File: config.mk
export PLATFORM = sky130hd
export DESIGN_NAME = spi_slave
export DESIGN_NICKNAME = d
export VERILOG_FILES = /design/src/rtl/spi_slave_pkg.sv /design/src/rtl/spi_sync.sv /design/src/rtl/spi_slave.sv
export SDC_FILE = /design/constraint.sdc
export NUM_CORES = 1
export LEC_CHECK = 0
export CELL_PAD_IN_SITES_DETAIL_PLACEMENT = 1
export CELL_PAD_IN_SITES_GLOBAL_PLACEMENT = 1
export CORE_MARGIN = 1
export CORE_UTILIZATION = 38
export DETAILED_ROUTE_END_ITERATION = 10
export GPL_TIMING_DRIVEN = 0
export PLACE_DENSITY_LB_ADDON = 0.05
export SKIP_LAST_GASP = 1
export SLEW_MARGIN = 20
export SYNTH_ARGS = -nofsm -noshare
export SYNTH_HDL_FRONTEND = slang
export SYNTH_SLANG_ARGS = --single-unit
File: constraint.sdc
create_clock -name clk -period 1.8 [get_ports clk]
set_clock_uncertainty 0.05 [all_clocks]
set_input_delay 0.27 -clock clk [delete_from_list [all_inputs] [get_ports clk]]
set_output_delay 0.27 -clock clk [all_outputs]
set_load 0.02 [all_outputs]
File: src/rtl/spi_slave_pkg.sv
// Shared constants and types for the SPI slave block.
// Word width, bit-counter width and synchronizer depth live here so the
// top level and the synchronizer agree on them.
package spi_slave_pkg;

  localparam int WORD_W      = 16;
  localparam int CNT_W       = 5;
  localparam int SYNC_STAGES = 2;

  typedef logic [WORD_W-1:0] word_t;
  typedef logic [CNT_W-1:0]  count_t;

  // Bit count that marks a complete word.
  localparam count_t FULL_COUNT = count_t'(WORD_W);

  // Counts received bits and holds at a full word. Extra clocks in a long
  // frame therefore still leave the count at "complete".
  function automatic count_t sat_inc(input count_t c);
    return (c == FULL_COUNT) ? c : c + 1'b1;
  endfunction

endpackage

File: src/rtl/spi_sync.sv
// Multi-flop synchronizer that brings an asynchronous SPI pin into the clk
// domain. The reset value is a parameter so that idle-high lines such as the
// slave select come out of reset looking inactive.
module spi_sync
  import spi_slave_pkg::*;
#(
  parameter int   STAGES    = SYNC_STAGES,
  parameter logic RESET_VAL = 1'b0
) (
  input  logic clk,
  input  logic rst_n,
  input  logic async_in,
  output logic sync_out
);

  logic [STAGES-1:0] stages;

  // Shift the pin through the flop chain; the last stage is the clean copy.
  always_ff @(posedge clk or negedge rst_n) begin
    if (!rst_n) begin
      stages <= {STAGES{RESET_VAL}};
    end else begin
      stages <= {stages[STAGES-2:0], async_in};
    end
  end

  assign sync_out = stages[STAGES-1];

endmodule

File: src/rtl/spi_slave.sv
// SPI mode-0 slave. It receives a 16-bit command on MOSI and returns a
// 16-bit response on MISO, both MSB first. All SPI pins are oversampled on clk.
// Optional build macro SPI_SLAVE_TRISTATE_EN: when it is defined, MISO is
// high-impedance while the slave is deselected. When it is not defined,
// MISO drives 0 while the slave is deselected.
module spi_slave
  import spi_slave_pkg::*;
(
  input  logic              clk,
  input  logic              rst_n,
  input  logic              SS_n,
  input  logic              SCLK,
  input  logic              MOSI,
  output logic              MISO,
  input  logic [WORD_W-1:0] tx_data,
  output logic [WORD_W-1:0] cmd_rcvd,
  output logic              cmd_rdy,
  output logic              rsp_rdy
);

  logic   ss_sync;
  logic   sclk_sync;
  logic   mosi_sync;
  logic   ss_prev;
  logic   sclk_prev;
  logic   ss_fall;
  logic   ss_rise;
  logic   sclk_rise;
  logic   sclk_fall;
  logic   selected;
  word_t  rx_shift;
  word_t  tx_shift;
  count_t bit_cnt;

  spi_sync #(.STAGES(SYNC_STAGES), .RESET_VAL(1'b1)) u_sync_ss (
    .clk      (clk),
    .rst_n    (rst_n),
    .async_in (SS_n),
    .sync_out (ss_sync)
  );

  spi_sync #(.STAGES(SYNC_STAGES), .RESET_VAL(1'b0)) u_sync_sclk (
    .clk      (clk),
    .rst_n    (rst_n),
    .async_in (SCLK),
    .sync_out (sclk_sync)
  );

  spi_sync #(.STAGES(SYNC_STAGES), .RESET_VAL(1'b0)) u_sync_mosi (
    .clk      (clk),
    .rst_n    (rst_n),
    .async_in (MOSI),
    .sync_out (mosi_sync)
  );

  // Delay the synchronized select and clock by one more flop. Comparing this
  // delayed copy with the current value gives the edge strobes.
  always_ff @(posedge clk or negedge rst_n) begin
    if (!rst_n) begin
      ss_prev   <= 1'b1;
      sclk_prev <= 1'b0;
    end else begin
      ss_prev   <= ss_sync;
      sclk_prev <= sclk_sync;
    end
  end

  assign ss_fall   =  ss_prev   & ~ss_sync;
  assign ss_rise   = ~ss_prev   &  ss_sync;
  assign sclk_rise = ~sclk_prev &  sclk_sync;
  assign sclk_fall =  sclk_prev & ~sclk_sync;
  assign selected  = ~ss_sync;

  // Receive path. Shift MOSI in on each SCLK rise while selected, and count
  // the bits. A new frame restarts the count.
  always_ff @(posedge clk or negedge rst_n) begin
    if (!rst_n) begin
      rx_shift <= '0;
      bit_cnt  <= '0;
    end else if (ss_fall) begin
      bit_cnt  <= '0;
    end else if (selected && sclk_rise) begin
      rx_shift <= {rx_shift[WORD_W-2:0], mosi_sync};
      bit_cnt  <= sat_inc(bit_cnt);
    end
  end

  // Transmit path. Capture the response word when the frame opens. Advance
  // to the next bit on each SCLK fall, so the master samples a stable bit on
  // the following rise.
  always_ff @(posedge clk or negedge rst_n) begin
    if (!rst_n) begin
      tx_shift <= '0;
    end else if (ss_fall) begin
      tx_shift <= tx_data;
    end else if (selected && sclk_fall) begin
      tx_shift <= {tx_shift[WORD_W-2:0], 1'b0};
    end
  end

  // Handshake outputs. rsp_rdy marks the capture of tx_data. cmd_rdy is
  // cleared when a frame opens, and is set when a frame closes with a full
  // word. A frame that closes early leaves the previous command untouched.
  always_ff @(posedge clk or negedge rst_n) begin
    if (!rst_n) begin
      cmd_rcvd <= '0;
      cmd_rdy  <= 1'b0;
      rsp_rdy  <= 1'b0;
    end else begin
      rsp_rdy <= ss_fall;
      if (ss_fall) begin
        cmd_rdy <= 1'b0;
      end else if (ss_rise && (bit_cnt == FULL_COUNT)) begin
        cmd_rcvd <= rx_shift;
        cmd_rdy  <= 1'b1;
      end
    end
  end

`ifdef SPI_SLAVE_TRISTATE_EN
  assign MISO = ss_sync ? 1'bz : tx_shift[WORD_W-1];
`else
  assign MISO = ss_sync ? 1'b0 : tx_shift[WORD_W-1];
`endif

endmodule

==> run_results.csv <==
group,metric,value,unit
drt,drc_errors,0,
final_layout,fillCellCount,648,
logic_synthesis,synthesis.area,2480,µm²
setup_path,cp_max_fo,9,
logic_synthesis,synth_edf_count,0,
setup_path,critPathBufInv,2,
logic_synthesis,ys_warn_count,0,
drt,drt-wirelength-per-cell,15.6,µm
setup_path,arrival,1380,ps
cts,htreeDepth,3,
final_layout,layout.area.seq,1580,µm²
place,pre_cts_ws,-187,ps
global_route,antenna_found_initial,0,
pwr,p_sw_share,23.3,%
logic_synthesis,synthesis.nets,209,
setup_path,critPathCaptureType,"output pin",
floorplanning,die_area,6850,µm²
global_route,grt_remaining_overflow,0,
drt,via_count,1644,
logic_synthesis,synthFlopType,"dfrtp_1",
timing,drv_slew,0,
floorplanning,start_util,39.3,%
final_layout,drive_gt1_share,25.6,%
floorplanning,core_area,6310,µm²
global_route,grt_pass1_wl,8.22,mm
final_layout,multiInputGateArea,825,µm²
timing,maxSlewHeadroom,64.9,%
floorplanning,die_height,82.8,µm
place,place.gp.congestion,0.704,
floorplanning,die_width,82.8,µm
logic_synthesis,synth_top_area_cell,"dfrtp_1",
cts,cts_made_buffers,9,
timing,setup_violations,0,
timing,fin_crit_sh,94.4,%
timing,worstMarginPinSlew,525,ps
global_route,grt.busiest_layer,"met2",
setup_path,max_stage_delay,540,ps
logic_synthesis,synth-seq-cells,63,
pwr,p_leak,1.49,nW
logic_synthesis,yosys.area.top_type_share,60.6,%
global_route,grt_max_degree,44,
pwr,p_comb_share,8.7,%
cts,cts_tree,"built",
pwr,p_int,2.24,mW
setup_path,start_kind,"flop",
pwr,vdd.ir_drop.worst,0.479,mV
floorplanning,ios,40,
pwr,seqPwrFrac,54.8,%
run,maxCapViolCount,0,
global_route,grtUsageMet3,3.96,%
global_route,grt.met1_usage,20.8,%
floorplanning,rows,29,
cts,insertion_delay,330,ps
setup_path,critical-path-top-delay-family,"flip-flops",
setup_path,crit_slowest_cell,"dfstp_2",
run_status,status,"complete, no violations",
pwr,power_switching,683,µW
logic_synthesis,async_reset_ff_share,100,%
timing,fin_crit,1700,ps
logic_synthesis,syn_avg_cell_area,13.3,µm²
timing,hold_violations,0,
pwr,clkPwrFrac,36.5,%
logic_synthesis,synthTopCellsByArea,"dfrtp_1, mux2_2, a22oi_1",
logic_synthesis,yosysMostFrequentCell,"dfrtp_1",
final_layout,fin_nets,264,
logic_synthesis,ys_types,27,
final_layout,syn2layout_area_growth,30.6,%
min_path,hold_path.class,"input pin to flop",
cts,root_buffer,"clkbuf_8",
drt,antenna_left,0,
place,hpwl,3.50,mm
global_route,grt_pass1_vias,1721,
drt,vias_per_cell,5.09,
final_layout,fin_cells,323,
timing,holdWs,300,ps
setup_path,crit_type,"flop to output pin",
cts,clkSinkCount,63,
drt,dr.pass1.iters,4,
place,io_buffers,39,
final_layout,fin_util,51.3,%
setup_path,path_cells,"buf_6 > nor2_1 > dlygate4sd2_1",
global_route,grt_util_met2,26.1,%
logic_synthesis,synth_sequential_area_ratio,63.8,%
pwr,p_per_area,904,nW/µm²
logic_synthesis,synth_commonest_cells,"dfrtp_1, mux2_2, o21ai_0",
timing,fmax,0.589,GHz
timing,rsz0062_at_grt,"false",
drt,drtIter0Drc,76,
cts,clockBufferDepth,2,
drt,wl,5.04,mm
global_route,grt_use_total,16.6,%
logic_synthesis,postSynthCellCount,186,
timing,worst_slack,101,ps
setup_path,cp.required,1480,ps
cts,clkTransAtPathRegs,60,ps
place,dp.cells,303,
final_layout,n_antenna_cell,0,
## power by group through the flow
stage	Clock [mW]	Sequential (mW)	Combinational, mW
final	1.07	1.60	0.255
after global routing	1.17	1.62	0.292
after CTS	1.11	1.60	0.253
after detailed placement	0	1.63	0.247
after global placement	0	1.62	0.229
after floorplan	0	1.60	0.131
## path summary, 6_finish.rpt
path	to	cells after the start	slack, ps	startpoint
setup / recovery	MISO	3	100	u_sync_ss.stages[1]
hold / removal	u_sync_ss.stages[0]	1	300	SS_n
setup reg to reg	cmd_rcvd[9]	6	150	bit_cnt[0]
hold reg to reg	u_sync_ss.stages[1]	0	300	u_sync_ss.stages[0]
max in group asynchronous	ss_prev	3	800	rst_n
min in group asynchronous	bit_cnt[4]	2	320	rst_n
## worst register-to-register path, stage by stage, from the launching register on
cell and delay [ps]:
dfrtp_1 400, inv_1 70, ha_1 190, and4bb_4 220
nand3_4 90, buf_6 160, mux2_2 350
## layout make-up
class	instances	share of cell area, %
Timing Repair Buffer	44	14.0
Tap cell	77	2.98
Inverter	17	1.97
Sequential cell	63	48.8
Clock buffer	16	5.26
Multi-Input combinational cell	99	25.5
Buffer	7	1.55
## registers in the layout, indices dropped and copies added, names as in the netlist
name and count:
bit_cnt 5, u_sync_ss.stages 2, u_sync_mosi.stages 2, sclk_prev 1
u_sync_sclk.stages 2, ss_prev 1, cmd_rcvd 16, tx_shift 16
rx_shift 16, rsp_rdy 1, cmd_rdy 1
## metrics by stage
step | TNS, ps | cell area, µm² | total power [mW]
2_1_floorplan | 0 | 2480 | 1.74
3_3_place_gp | -92720 | 2970 | 1.85
3_5_place_dp | -3640 | 2980 | 1.88
4_1_cts | -2610 | 3180 | 2.96
5_1_grt | 0 | 3240 | 3.07
6_report | 0 | 3240 | 2.93
## cells by family after synthesis
| logic type | count (synthesis) | synth area share (%) |
|---|---|---|
| AO/OA/AOI/OAI | 40 | 9.74 |
| AND/OR/NAND/NOR | 24 | 6.56 |
| flip-flops | 63 | 63.8 |
| adder cells (fa/ha/maj) | 2 | 1.01 |
| multiplexers | 33 | 14.9 |
| buffers and inverters | 24 | 3.99 |
## placed cells by master, fill, tap and decap left out, types with 2 or more instances in the layout
master,Yosys,final
o21ai_0,19,18
ha_1,2,2
a21oi_1,5,5
a22oi_1,13,13
clkdlybuf4s50_1,0,37
inv_1,17,17
buf_6,0,2
buf_2,4,3
clkbuf_1,2,5
nand2_1,9,9
buf_12,0,2
clkbuf_8,0,11
buf_4,1,4
mux2_2,32,32
dfrtp_1,60,60
dfstp_2,3,3
or3_1,4,4
## per-layer routing
| layer | vias up | share of wire, % |
|---|---|---|
| met5 | - | 0 |
| met4 | 0 | 1.9 |
| li1 | 762 | - |
| met2 | 32 | 49 |
| met3 | 10 | 4.5 |
| met1 | 840 | 44 |
## what timing repair did
action | CTS | global route
resized for setup | 4 | 13
buffers inserted | 1 | 2
pin swaps | 1 | 1
hold buffers | 1 | 0
endpoints found under the hold margin | 20 | 0
setup endpoints to repair | 34 | 30
Note: power is estimated with default switching activity, not from simulation.
